## src/rtl/dram_param_if.sv

```systemverilog
// Host-side access bus of the parametrised data RAM: address/control/data in,
// read data and status out.
interface dram_param_if #(
    parameter int unsigned DW = 8,
    parameter int unsigned AW = 7
);
    logic [AW-1:0] address;
    logic          we;
    logic          re;
    logic [DW-1:0] din;
    logic [DW-1:0] dout;
    logic          busy;
    logic          addr_err;
    logic [7:0]    err_cnt;

    // Core-side decode drives the request, reads back data and status
    modport master (
        output address, we, re, din,
        input  dout, busy, addr_err, err_cnt
    );

    // RAM side
    modport slave (
        input  address, we, re, din,
        output dout, busy, addr_err, err_cnt
    );
endinterface

```

## src/rtl/dram_param.sv

```systemverilog
// Parametrised single-port data RAM behind the register-file window.
// Post-reset clear sweep, out-of-range detection with a saturating error
// counter, and either combinational read (read/modify/write in one cycle) or
// registered write-first read for macro mapping.
module dram_param #(
    parameter int unsigned   DW             = 8,
    parameter int unsigned   AW             = 7,
    parameter int unsigned   DEPTH          = 70,
    parameter int unsigned   READ_MODE      = 0,
    parameter int unsigned   CLEAR_ON_RESET = 1,
    parameter logic [DW-1:0] CLEAR_VALUE    = '0
) (
    input  logic          clk,
    input  logic          reset_n,
    dram_param_if.slave   bus
);

    localparam int unsigned IW      = (DEPTH > 1) ? $clog2(DEPTH) : 1;
    localparam int unsigned CW      = 8;
    localparam logic [AW:0] DEPTH_W = (AW + 1)'(DEPTH);
    localparam logic [IW-1:0] LAST  = IW'(DEPTH - 1);
    localparam logic [CW-1:0] CMAX  = '1;

    typedef enum logic {
        ST_CLEAR = 1'b0,
        ST_READY = 1'b1
    } state_t;

    localparam state_t RST_STATE = (CLEAR_ON_RESET != 0) ? ST_CLEAR : ST_READY;

    state_t          state_q, state_d;
    logic [IW-1:0]   cnt_q, cnt_d;
    logic            busy_q, busy_d;
    logic            addr_err_q, addr_err_d;
    logic [CW-1:0]   err_cnt_q, err_cnt_d;

    logic [DW-1:0]   mem [DEPTH];

    logic            legal_c;
    logic [IW-1:0]   addr_idx_c;
    logic [DW-1:0]   rd_data_c;
    logic            mem_we_c;
    logic [IW-1:0]   mem_waddr_c;
    logic [DW-1:0]   mem_wdata_c;

    // Address decode and raw array read; illegal addresses read as zero
    always_comb begin
        legal_c    = ({1'b0, bus.address} < DEPTH_W);
        addr_idx_c = IW'(bus.address);
        rd_data_c  = legal_c ? mem[addr_idx_c] : '0;
    end

    // Sequencer next state, array write port and error tracking
    always_comb begin
        state_d     = state_q;
        cnt_d       = cnt_q;
        addr_err_d  = 1'b0;
        err_cnt_d   = err_cnt_q;
        mem_we_c    = 1'b0;
        mem_waddr_c = addr_idx_c;
        mem_wdata_c = bus.din;

        unique case (state_q)
            ST_CLEAR: begin
                // reset_n gate keeps the array untouched while reset is held
                mem_we_c    = reset_n;
                mem_waddr_c = cnt_q;
                mem_wdata_c = CLEAR_VALUE;
                if (cnt_q == LAST) begin
                    state_d = ST_READY;
                end else begin
                    cnt_d = cnt_q + IW'(1);
                end
            end
            ST_READY: begin
                // busy_q also covers the first cycle after release without a sweep
                if (!busy_q) begin
                    if (bus.we && legal_c) begin
                        mem_we_c = 1'b1;
                    end
                    if ((bus.we || bus.re) && !legal_c) begin
                        addr_err_d = 1'b1;
                        if (err_cnt_q != CMAX) begin
                            err_cnt_d = err_cnt_q + CW'(1);
                        end
                    end
                end
            end
        endcase

        busy_d = (state_d == ST_CLEAR);
    end

    // Control and status registers
    always_ff @(posedge clk or negedge reset_n) begin
        if (!reset_n) begin
            state_q    <= RST_STATE;
            cnt_q      <= '0;
            busy_q     <= 1'b1;
            addr_err_q <= 1'b0;
            err_cnt_q  <= '0;
        end else begin
            state_q    <= state_d;
            cnt_q      <= cnt_d;
            busy_q     <= busy_d;
            addr_err_q <= addr_err_d;
            err_cnt_q  <= err_cnt_d;
        end
    end

    // Storage array; reset deliberately leaves contents alone
    always_ff @(posedge clk) begin
        if (mem_we_c) begin
            mem[mem_waddr_c] <= mem_wdata_c;
        end
    end

    if (READ_MODE != 0) begin : g_sync_rd
        logic [DW-1:0] dout_q, dout_d;

        // Registered read, write-first on a same-address collision
        always_comb begin
            dout_d = dout_q;
            if (busy_q) begin
                dout_d = '0;
            end else if (bus.re) begin
                if (!legal_c) begin
                    dout_d = '0;
                end else if (bus.we) begin
                    dout_d = bus.din;
                end else begin
                    dout_d = rd_data_c;
                end
            end
        end

        // Read data register
        always_ff @(posedge clk or negedge reset_n) begin
            if (!reset_n) begin
                dout_q <= '0;
            end else begin
                dout_q <= dout_d;
            end
        end

        assign bus.dout = dout_q;
    end else begin : g_async_rd
        // Combinational read shows the pre-edge value, enabling one-cycle RMW
        assign bus.dout = busy_q ? '0 : rd_data_c;
    end

    assign bus.busy     = busy_q;
    assign bus.addr_err = addr_err_q;
    assign bus.err_cnt  = err_cnt_q;

endmodule
```

## src/flat_wrapper.sv

```systemverilog
// flat-port wrapper written by rule: the top's interface ports become plain ports
module dram_param_flat 
#(
    parameter int unsigned   DW             = 8,
    parameter int unsigned   AW             = 7,
    parameter int unsigned   DEPTH          = 70,
    parameter int unsigned   READ_MODE      = 0,
    parameter int unsigned   CLEAR_ON_RESET = 1,
    parameter logic [DW-1:0] CLEAR_VALUE    = '0
)
  (clk, reset_n, bus_address, bus_we, bus_re, bus_din, bus_dout, bus_busy, bus_addr_err, bus_err_cnt);
  dram_param_if #(.DW(DW), .AW(AW)) bus_i ();
  input  logic clk;
  input  logic reset_n;
  input wire logic [$bits(bus_i.address)-1:0] bus_address;
  input wire logic [$bits(bus_i.we)-1:0] bus_we;
  input wire logic [$bits(bus_i.re)-1:0] bus_re;
  input wire logic [$bits(bus_i.din)-1:0] bus_din;
  output wire logic [$bits(bus_i.dout)-1:0] bus_dout;
  output wire logic [$bits(bus_i.busy)-1:0] bus_busy;
  output wire logic [$bits(bus_i.addr_err)-1:0] bus_addr_err;
  output wire logic [$bits(bus_i.err_cnt)-1:0] bus_err_cnt;
  assign bus_i.address = bus_address;
  assign bus_i.we = bus_we;
  assign bus_i.re = bus_re;
  assign bus_i.din = bus_din;
  assign bus_dout = bus_i.dout;
  assign bus_busy = bus_i.busy;
  assign bus_addr_err = bus_i.addr_err;
  assign bus_err_cnt = bus_i.err_cnt;
  dram_param #(.DW(DW), .AW(AW), .DEPTH(DEPTH), .READ_MODE(READ_MODE), .CLEAR_ON_RESET(CLEAR_ON_RESET), .CLEAR_VALUE(CLEAR_VALUE)) u_core (.clk(clk), .reset_n(reset_n), .bus(bus_i));
endmodule
```

## config.mk

```make
export PLATFORM = sky130hd
export DESIGN_NAME = dram_param_flat
export DESIGN_NICKNAME = d
export VERILOG_FILES = /design/src/rtl/dram_param_if.sv /design/src/rtl/dram_param.sv /design/src/flat_wrapper.sv
export SDC_FILE = /design/constraint.sdc
export NUM_CORES = 1
export LEC_CHECK = 0
export CORE_MARGIN = 5
export CORE_UTILIZATION = 25
export CTS_BUF_LIST = sky130_fd_sc_hd__clkbuf_2
export CTS_CLUSTER_DIAMETER = 80
export CTS_CLUSTER_SIZE = 28
export DETAILED_ROUTE_END_ITERATION = 16
export GPL_TIMING_DRIVEN = 0
export SLEW_MARGIN = 20
export SYNTH_ARGS = -nofsm -noshare
export SYNTH_HDL_FRONTEND = slang
export SYNTH_SLANG_ARGS = --single-unit
```

## constraint.sdc

```tcl
create_clock -name clk -period 2.75 [get_ports clk]
set_clock_uncertainty 0.05 [all_clocks]
set_input_delay 0.4125 -clock clk [delete_from_list [all_inputs] [get_ports clk]]
set_output_delay 0.4125 -clock clk [all_outputs]
set_load 0.03 [all_outputs]
```

== Word level (Yosys, flattened, before mapping) ==
Memories as Yosys holds them, arrays and structs flattened.
Index checks and enable logic that the tools add are counted.

* Multiplexer cells: 14
* Bitwise gates (word level): 4
* Magnitude comparators: 1
* Reductions and logical operators: 6
* Equal/unequal tests: 2
* $add $sub $neg: 2

{| class="wikitable"
|+ Operators with widths
! operator !! number
|-
| $mux 8 || 3
|-
| $mux 1 || 9
|-
| $add 8x1->8 const B || 1
|-
| $ne 8x8->1 const B || 1
|-
| $add 7x1->7 const B || 1
|-
| $eq 7x7->1 const B || 1
|-
| $lt 7x7->1 const B || 1
|-
| $mux 7 || 1
|-
| $not 1->1 || 4
|-
| $reduce_and 4->1 || 1
|-
| $logic_and 1x1->1 || 2
|-
| $pmux 1 s2 || 1
|-
| $reduce_and 2->1 || 1
|-
| $logic_not 1->1 || 1
|-
| $logic_or 1x1->1 || 1
|}

* Memory bits (writable): 560
* Bits of input ports: 19
* Logic and storage cells: 35
* Memories kept: 1
* Register bits: 18

{| class="wikitable"
|+ Memories
! name !! words !! width !! read ports !! clocked after memory_dff !! wr ports !! line !! text
|-
| u_core.mem || 70 || 8 || 1 || 0 || 1 || dram_param.sv:37 || <nowiki>logic [DW-1:0] mem [DEPTH];</nowiki>
|}

== Longest topological paths before layout ==
Gate-level depths: netlist (run 1).

* Word-level depth: 7
* Mapped depth: 8

== Worst setup path before layout (run 1) ==
No wires, ideal clock.

* Kind: input-to-reg
* Start point: input bus_address[3]
* End point: memory u_core.mem[55][0], enable pin
* Buffers on the path: 2
* Data required time: 2330 ps
* Setup time: 370 ps
* Stages on the path: 7
* Setup slack: 305 ps
* Data arrival time: 2025 ps
* Path through: buf_2 a2111o_1 a21oi_1 a31o_2 buf_6 nand3_1 nor2_1

* Word-level cells in the longest chain between the ends: 7
* Elaborated cells between the ends (all ways): 8

{| class="wikitable"
|+ Ends and longest elaborated chain
! item !! line !! text
|-
| start: declaration || flat_wrapper.sv:15 || <nowiki>input wire logic [$bits(bus_i.address)-1:0] bus_address;</nowiki>
|-
| $lt 7x7->1 || dram_param.sv:48 || <nowiki>legal_c = ({1'b0, bus.address} < DEPTH_W);</nowiki>
|-
| $logic_and 1x1->1 || dram_param.sv:78 || <nowiki>if (bus.we && legal_c) begin</nowiki>
|-
| $mux 1 || dram_param.sv:78 ||
|-
| $mux 1 || dram_param.sv:77 || <nowiki>if (!busy_q) begin</nowiki>
|-
| $pmux 1 s2 || dram_param.sv:63 || <nowiki>unique case (state_q)</nowiki>
|-
| $mux 1 || dram_param.sv:113 || <nowiki>if (mem_we_c) begin</nowiki>
|-
| $mux 1 (not written as such) || dram_param.sv:114 || <nowiki>mem[mem_waddr_c] <= mem_wdata_c;</nowiki>
|-
| end: declaration || dram_param.sv:37 ||
|}

Parallel ways exist; a longest one is shown, timed or not.

== Worst setup path in the final report (run 1) ==
* Start point: input bus_address[2]
* End point: output bus_dout[4]

* Word-level cells in the longest chain between the ends: 3
* Elaborated cells between the ends (all ways): 4

{| class="wikitable"
|+ Ends and longest elaborated chain
! item !! line !! text
|-
| $mem_v2 70x8 / $lt 7x7->1 (equally long branches) || -- ||
|-
| $mux 8 (*) || dram_param.sv:50 || <nowiki>rd_data_c = legal_c ? mem[addr_idx_c] : '0;</nowiki>
|-
| $mux 8 (*) || dram_param.sv:149 || <nowiki>assign bus.dout = busy_q ? '0 : rd_data_c;</nowiki>
|-
| end: declaration || flat_wrapper.sv:19 || <nowiki>output wire logic [$bits(bus_i.dout)-1:0] bus_dout;</nowiki>
|}

Every way passes the cells marked *; elsewhere a longest branch is shown, timed or not.

==> run summary, run 1 <==
Outcome: finished, violations left
Failing checks: negative setup slack
Fraction of registers with async set/reset: 0.0311
Clock slew at the register clock pins of the worst setup and hold paths: 0.45 ns
Most frequently used flop master after synthesis: sky130_fd_sc_hd__edfxtp_1
Worst Max-Slew Pin Slew: 0.963 ns
Share of total power in sequential cells: 0.723
Portion of netlist area occupied by mux cells: 0.151
Average routed wire per standard cell: 23.4 um
Part of the total power dissipated in combinational logic: 0.045
Post-DR vias/cell: 4.72
CP Data Arrival Time: 3.22 ns
Clock tree from TritonCTS: done
Global placer's final weighted congestion: 0.881
Crit end category: output pin
Power spent charging and discharging nets: 2.93 mW
Mapped Cells: 1163
Number of DRC violations after detailed-routing iteration 0: 1306
Total CTS buffers: 27
Top area cells in the synthesized netlist: sky130_fd_sc_hd__edfxtp_1, sky130_fd_sc_hd__mux4_2, sky130_fd_sc_hd__mux2i_1
Met2 track demand over resource: 0.174
Via count of the first global-routing pass: 11600
Die W: 313 um
Share of layout cells above drive strength 1: 0.330
Dominant combinational cell family by area after synthesis: multiplexers
Simple-Gate Fraction of Synth Area: 0.0452
Yosys synthesis warning count: 0
Max Root-Sink Buffers: 3
Launching element type of the critical path: input port
Die Y: 313 um
Relative contribution of the clock network to total power: 0.232
Fin crit share: 1.34
Unrepaired setup endpoints after global routing: true
Endpoint of the most critical setup path: bus_dout[4]
Met1 usage: 0.167
Pleak: 6.60 nW
Cell at the root of the clock tree: sky130_fd_sc_hd__clkbuf_2
Post-Syn Area: 0.0230 mm^2
Number of endpoints with negative hold slack in the final report: 0
Final net count: 1260
Number of synthesized flops with an enable pin: 560
Total gr overflow: 0
Insertion delay to the later sink of the worst-skew pair: 1.27 ns
Sequential element share of the synthesized area: 0.751
Tmin final: 3.68 ns
Number of H-tree branching levels: 1
Core region area: 0.0915 mm^2
Number of placement rows: 111
Hold/Removal Path Class: in2reg
Fmax achieved: 272 MHz
Met3 Usage GRT: 0.0198
Max-slew headroom at the worst pin: 0.356
Number of detailed-route iterations in the first pass: 6
Post-synthesis cell type with the largest combined area: sky130_fd_sc_hd__edfxtp_1
Xor/xnor cell area share of the yosys netlist: 0.00495
Global-route wire length before repair: 82.7 mm
Post-DP HPWL: 38.0 mm
Buffers added on ports: 33
Average cell area after synthesis: 19.8 um^2
Area share of the leading cell type in the synthesized netlist: 0.732
Worst slack on hold paths: 0.166 ns
Required time of the worst setup path: 2.29 ns
# placed instances: 2388
Maximum Capacitance Violations: 0
Most numerous cell types in the synthesized netlist: sky130_fd_sc_hd__edfxtp_1, sky130_fd_sc_hd__mux4_2, sky130_fd_sc_hd__nor2_1
#FFs+latches synth: 578
Cell Pwr Density: 500 mW/mm^2
Layout fillers: 8839
Synthesis-to-finish area growth: 14.6%
Number of nets still failing antenna checks after routing: 0
Finished Layout Cells: 2439
Via count: 11500
Global routing's busiest layer: met2
CP max-delay cell: sky130_fd_sc_hd__clkdlybuf4s50_1
CP Launch Point: bus_address[2]
Worst Setup Slack, final: -0.930 ns
Switching power share of the total: 0.223
Worst reg-to-reg setup slack: 0.01 ns
Peak ir drop on the vdd network: 0.000237 V
Max-slew violation count: 0
Endpoint of the worst register-to-register path: u_core.mem[52][2]
Type of the worst setup path: in2out
Depth of the worst register-to-register path: 4
Sinks on Clock Net: 578
Pint: 10.2 mW
Top-level port count: 37
Pin count of the biggest net entering global routing: 71
Final setup fails: 8
Startpoint of the most critical register-to-register path: u_core.state_q
Crit-path cells: clkdlybuf4s50_1 -> buf_2 -> clkbuf_4 -> nand2_1 -> a211oi_1 -> o41ai_2 -> nor3_2 -> o22ai_2 -> buf_6
Global routing usage summed across all routing layers: 0.113
Die Area: 0.0981 mm^2
Initial cell density of the core: 0.251
Most used standard cell by instance count after synthesis: sky130_fd_sc_hd__edfxtp_1
Initial antenna violation count: 5
Number of distinct library cells after synthesis: 50
Routed wire length: 57.0 mm
Largest fanout on the critical path: 10
Largest stage delay on the critical path: 0.66 ns
Net count after synthesis: 1185
Compound-cell area share of the yosys netlist: 0.0305
DRC violation count after routing: 0
Adder-cell share of the synthesized area: 0.00163
-- metal layers --
| layer | wire length, um | share of wire |
|---|---|---|
| met5 | 40 | 0.00070 |
| met1 | 25200 | 0.44 |
| met2 | 25900 | 0.45 |
| met4 | 1480 | 0.026 |
| met3 | 4450 | 0.078 |
-- worst max-delay path: cells and delay by family --
family | cells | cell delay, ns
AOI/OAI and AO/OA | 3 | 0.68
buffers and inverters | 4 | 1.53
and+or+nand+nor | 2 | 0.57
-- registers in the layout (all words and copies together), names as in the netlist --
| signal | flops |
|---|---|
| u_core.cnt_q | 7 |
| u_core.mem | 560 |
| u_core.bus.addr_err | 1 |
| u_core.bus.err_cnt | 8 |
| u_core.bus.busy | 1 |
| u_core.state_q | 1 |
-- worst min-delay path by stage --
stage | startpoint | end | slack, ns | cells past startpoint
after CTS | bus_din[0] | u_core.mem[66][0] | 0.06 | 2
after global routing | bus_din[0] | u_core.mem[11][0] | 0.09 | 2
after detailed placement | u_core.bus.err_cnt[4] | u_core.bus.err_cnt[4] | 0.44 | 1
after floorplan | reset_n | u_core.bus.addr_err | 0.07 | 0
after global placement | u_core.bus.err_cnt[4] | u_core.bus.err_cnt[4] | 0.43 | 1
final | bus_din[0] | u_core.mem[11][0] | 0.17 | 2
-- kinds of logic after synthesis --
family                   Yosys count
adder cells (fa/ha/maj)            3
flip-flops                       578
multiplexers                     188
AND/OR/NAND/NOR                  216
XOR/XNOR                          13
AO/OA/AOI/OAI                    103
buffers and inverters             62
-- through the flow --
stage	util	area, um^2	worst slack (ns)	TNS, ns	power, mW
3_5_place_dp	0.273	25000	-1.69	-684.29	10.2
2_1_floorplan	-	23000	0.305	0	10.0
4_1_cts	0.284	26000	-1.01	-7.77	13.2
5_1_grt	0.288	26300	-1.02	-7.92	13.6
6_report	0.288	26300	-0.930	-7.05	13.2
3_3_place_gp	0.271	24800	-1.67	-1205.58	10.2
-- layout by cell type, fill, tap and decap left out, types with 7 or more instances in the layout --
cell type and n:
sky130_fd_sc_hd__dlygate4sd2_1 8, sky130_fd_sc_hd__nor2_1 17, sky130_fd_sc_hd__edfxtp_1 560, sky130_fd_sc_hd__nor2_2 21, sky130_fd_sc_hd__nand3_2 9, sky130_fd_sc_hd__a211oi_1 10, sky130_fd_sc_hd__nor2b_1 15, sky130_fd_sc_hd__dlygate4sd3_1 8
sky130_fd_sc_hd__o22ai_1 7, sky130_fd_sc_hd__mux2_2 20, sky130_fd_sc_hd__a22oi_2 11, sky130_fd_sc_hd__a22oi_1 17, sky130_fd_sc_hd__o22ai_2 8, sky130_fd_sc_hd__xnor2_1 7, sky130_fd_sc_hd__and2_4 8, sky130_fd_sc_hd__nand2_1 42
sky130_fd_sc_hd__buf_4 15, sky130_fd_sc_hd__clkbuf_1 10, sky130_fd_sc_hd__clkdlybuf4s50_1 16, sky130_fd_sc_hd__nand3_4 8, sky130_fd_sc_hd__a21oi_1 8, sky130_fd_sc_hd__nand2_2 9, sky130_fd_sc_hd__o21ai_0 11, sky130_fd_sc_hd__nor2_4 47
sky130_fd_sc_hd__mux2i_4 11, sky130_fd_sc_hd__dfrtp_1 16, sky130_fd_sc_hd__mux4_2 119, sky130_fd_sc_hd__mux2i_2 12, sky130_fd_sc_hd__buf_2 17, sky130_fd_sc_hd__clkbuf_2 33, sky130_fd_sc_hd__buf_6 15, sky130_fd_sc_hd__mux2i_1 21
-- what timing repair did --
item | in CTS | in global routing
gates resized for setup | 250 | 65
setup buffers | 0 | 0
pin swaps | 24 | 16
endpoints found under the setup margin | 534 | 278
hold buffers | 8 | 0
endpoints found under the hold margin | 224 | 0
-- power by group through the flow --
stage               Clock, mW  Sequential (mW)  Combinational, mW
finish                   3.05             9.52              0.593
floorplan                   0             9.70              0.319
global placement            0             9.70              0.509
global route             3.46             9.53              0.622
CTS                      3.13             9.52              0.577
detailed placement          0             9.70              0.511
-- cell type report --
class	instances	area, um^2	share of cell area
Inverter	3	11.3	0.000428
Antenna cell	2	5.00	0.000190
Buffer	58	368	0.0140
Tap cell	1186	1480	0.0563
Clock buffer	29	145	0.00551
Sequential cell	578	17300	0.656
Multi-Input combinational cell	523	6360	0.242
Clock inverter	13	151	0.00575
Timing Repair Buffer	47	543	0.0206
Power figures use the tool's default switching activity.
==> run 2, diff against run 1 <==
- SETUP_SLACK_MARGIN: default -> 0.05
==> run 2 against run 1 <==
The flow still finishes with violations (negative setup slack). Via count increased by 0.15%. Non-clock buffer count up 2. Sequential power hardly changed. Count of clock-buffer cells in the layout did not move. Register-to-register slack gained 0.05 ns. Critical endpoint unchanged. Largest cell class unchanged. Highest routed layer unchanged.
==> run summary, run 2 (synthesis results as in run 1) <==
Total CTS buffers: 27 (unchanged)
Summed area of non-filler cells in the final layout: 0.0264 mm^2 (+0.23%)
Number of endpoints with negative hold slack in the final report: 0 (unchanged)
Cell at the root of the clock tree: sky130_fd_sc_hd__clkbuf_2
DRC violation count after routing: 0 (unchanged)
Global routing usage summed across all routing layers: 0.113 (about the same)
Final setup fails: 8 (unchanged)
Most common cell after layout, fill and taps aside: sky130_fd_sc_hd__edfxtp_1
Required time of the worst setup path: 2.29 ns (about the same)
Number of nets still failing antenna checks after routing: 0 (unchanged)
Failing checks: negative setup slack
Clock slew at the register clock pins of the worst setup and hold paths: 0.47 ns (+0.02 ns)
Power, Total: 13.2 mW (about the same)
Type of the worst setup path: in2out
Core region area: 0.0915 mm^2 (unchanged)
Initial cell density of the core: 0.251 (unchanged)
Clock tree from TritonCTS: done
Worst Setup Slack, final: -0.916 ns (+0.0139 ns)
Max-slew violation count: 0 (unchanged)
Die W: 313 um (unchanged)
Max FFs per register: 560 (unchanged)
Initial antenna violation count: 5 (unchanged)
Outcome: finished, violations left
Maximum Capacitance Violations: 0 (unchanged)
Layout fillers: 8844 (+0.057%)
Buffers added on ports: 33 (unchanged)
Routed wire length: 56.9 mm (-0.12%)
Share of layout cells above drive strength 1: 0.333 (+0.00267)
CP Data Arrival Time: 3.20 ns (-0.02 ns)
Pin count of the biggest net entering global routing: 71 (unchanged)
Sinks on Clock Net: 578 (unchanged)
Placed instance area: 0.0250 mm^2 (unchanged)
Via count of the first global-routing pass: 11700 (+0.31%)
Launching element type of the critical path: input port
Die Area: 0.0981 mm^2 (unchanged)
Top-level port count: 37 (unchanged)
Post-DP HPWL: 38.0 mm (unchanged)
Hold/Removal Path Class: in2reg
# placed instances: 2388 (unchanged)
Global placer's final weighted congestion: 0.881 (unchanged)
Synthesis-to-finish area growth: 14.9%
Fin crit share: 1.33 (-0.00505)
Final-layout setup total negative slack: -6.89 ns (+0.161 ns)
Finished Layout Cells: 2441 (+0.082%)
Tmin final: 3.67 ns (-0.0139 ns)
Max-slew headroom at the worst pin: 0.160 (-0.197)
Die Y: 313 um (unchanged)
Commonest cells after routing, fill and taps aside: sky130_fd_sc_hd__edfxtp_1, sky130_fd_sc_hd__mux4_2, sky130_fd_sc_hd__nor2_4
Crit end category: output pin
Unrepaired setup endpoints after global routing: true
Number of placement rows: 111 (unchanged)
Insertion delay to the later sink of the worst-skew pair: 1.26 ns (about the same)
Number of H-tree branching levels: 1 (unchanged)
Pleak: 6.62 nW (+0.30%)
Number of detailed-route iterations in the first pass: 5 (-1)
Most flops, register: u_core.mem
Cell Pwr Density: 499 mW/mm^2 (-0.22%)
Peak ir drop on the vdd network: 0.000232 V (-1.9%)
Post-DR vias/cell: 4.73 (about the same)
Fmax achieved: 273 MHz (+0.38%)
Via count: 11500 (+0.15%)
Global-route wire length before repair: 82.8 mm (about the same)
Final Util: 0.288 (+0.000670)
Final net count: 1262 (+0.16%)
Number of DRC violations after detailed-routing iteration 0: 1397 (+7.0%)
Max Root-Sink Buffers: 3 (unchanged)
Largest fanout on the critical path: 10 (unchanged)
Worst Max-Slew Pin Slew: 1.25 ns (+0.290 ns)
Average routed wire per standard cell: 23.3 um (-0.20%)
Total gr overflow: 0 (unchanged)
==> run 2: changes by cell type in the layout (fill, tap and decap cells not counted), sizes merged <==
cell | before | now
buf | 57 | 58
clkdlybuf4s50 | 16 | 15
dlygate4sd3 | 8 | 10
==> run 2: worst paths after layout <==
| kind | from | to | slack [ns] | depth (start not counted) |
|---|---|---|---|---|
| max | bus_address[2] | bus_dout[4] | -0.92 | 9 |
| min in group asynchronous | reset_n | u_core.bus.busy | 0.17 | 2 |
| max in group asynchronous | reset_n | u_core.bus.err_cnt[4] | 0.87 | 3 |
| min | bus_din[0] | u_core.mem[12][0] | 0.16 | 2 |
| max reg2reg | u_core.state_q | u_core.mem[36][0] | 0.06 | 4 |
| min reg2reg | u_core.bus.err_cnt[6] | u_core.bus.err_cnt[6] | 0.47 | 1 |
==> run 2: through the flow <==
stage / hold WS [ns] / setup slack, ns
6_report: 0.161 / -0.916
2_1_floorplan: 0.0669 / 0.305
4_1_cts: 0.0346 / -1.01
3_3_place_gp: 0.425 / -1.67
5_1_grt: 0.0841 / -1.02
3_5_place_dp: 0.437 / -1.69
==> run 2: what timing repair did <==
action,in CTS,in global routing
buffers inserted,1,0
endpoints found under the setup margin,538,420
endpoints found under the hold margin,224,17
pin swaps,24,17
hold buffers,8,2
gates resized for setup,263,64
==> run 2: layer usage <==
metal  track usage  up-vias  wire (um)
met5             0        -         41
met3        0.0207       80       4470
met4        0.0276        6       1280
met1         0.167     6143      25300
met2         0.173      427      25900
li1              -     4884          -
==> run 2: critical path, cell delays in order <==
cell and delay (ns):
sky130_fd_sc_hd__clkdlybuf4s50_1 0.64, sky130_fd_sc_hd__buf_2 0.35, sky130_fd_sc_hd__clkbuf_4 0.34, sky130_fd_sc_hd__nand2_1 0.25, sky130_fd_sc_hd__a211oi_1 0.39, sky130_fd_sc_hd__o41ai_2 0.13, sky130_fd_sc_hd__nor3_2 0.32, sky130_fd_sc_hd__o22ai_2 0.16
sky130_fd_sc_hd__buf_6 0.18
==> run 2: cell type report <==
cell class	count	area (um^2)	area share
clock buffers	29	145	0.00550
clock inverters	13	151	0.00573
repair buffers	49	573	0.0217
flip-flops and latches	578	17300	0.654
plain buffers	58	369	0.0140
inverters	3	11.3	0.000427
diodes	2	5.00	0.000190
multi-input cells	523	6390	0.242
well taps	1186	1480	0.0562
==> run 2: power breakdown <==
group / internal [mW] / switching [mW]
Clock: 0.472 / 2.58
Combinational: 0.234 / 0.359
Sequential: 9.52 / 0.000781
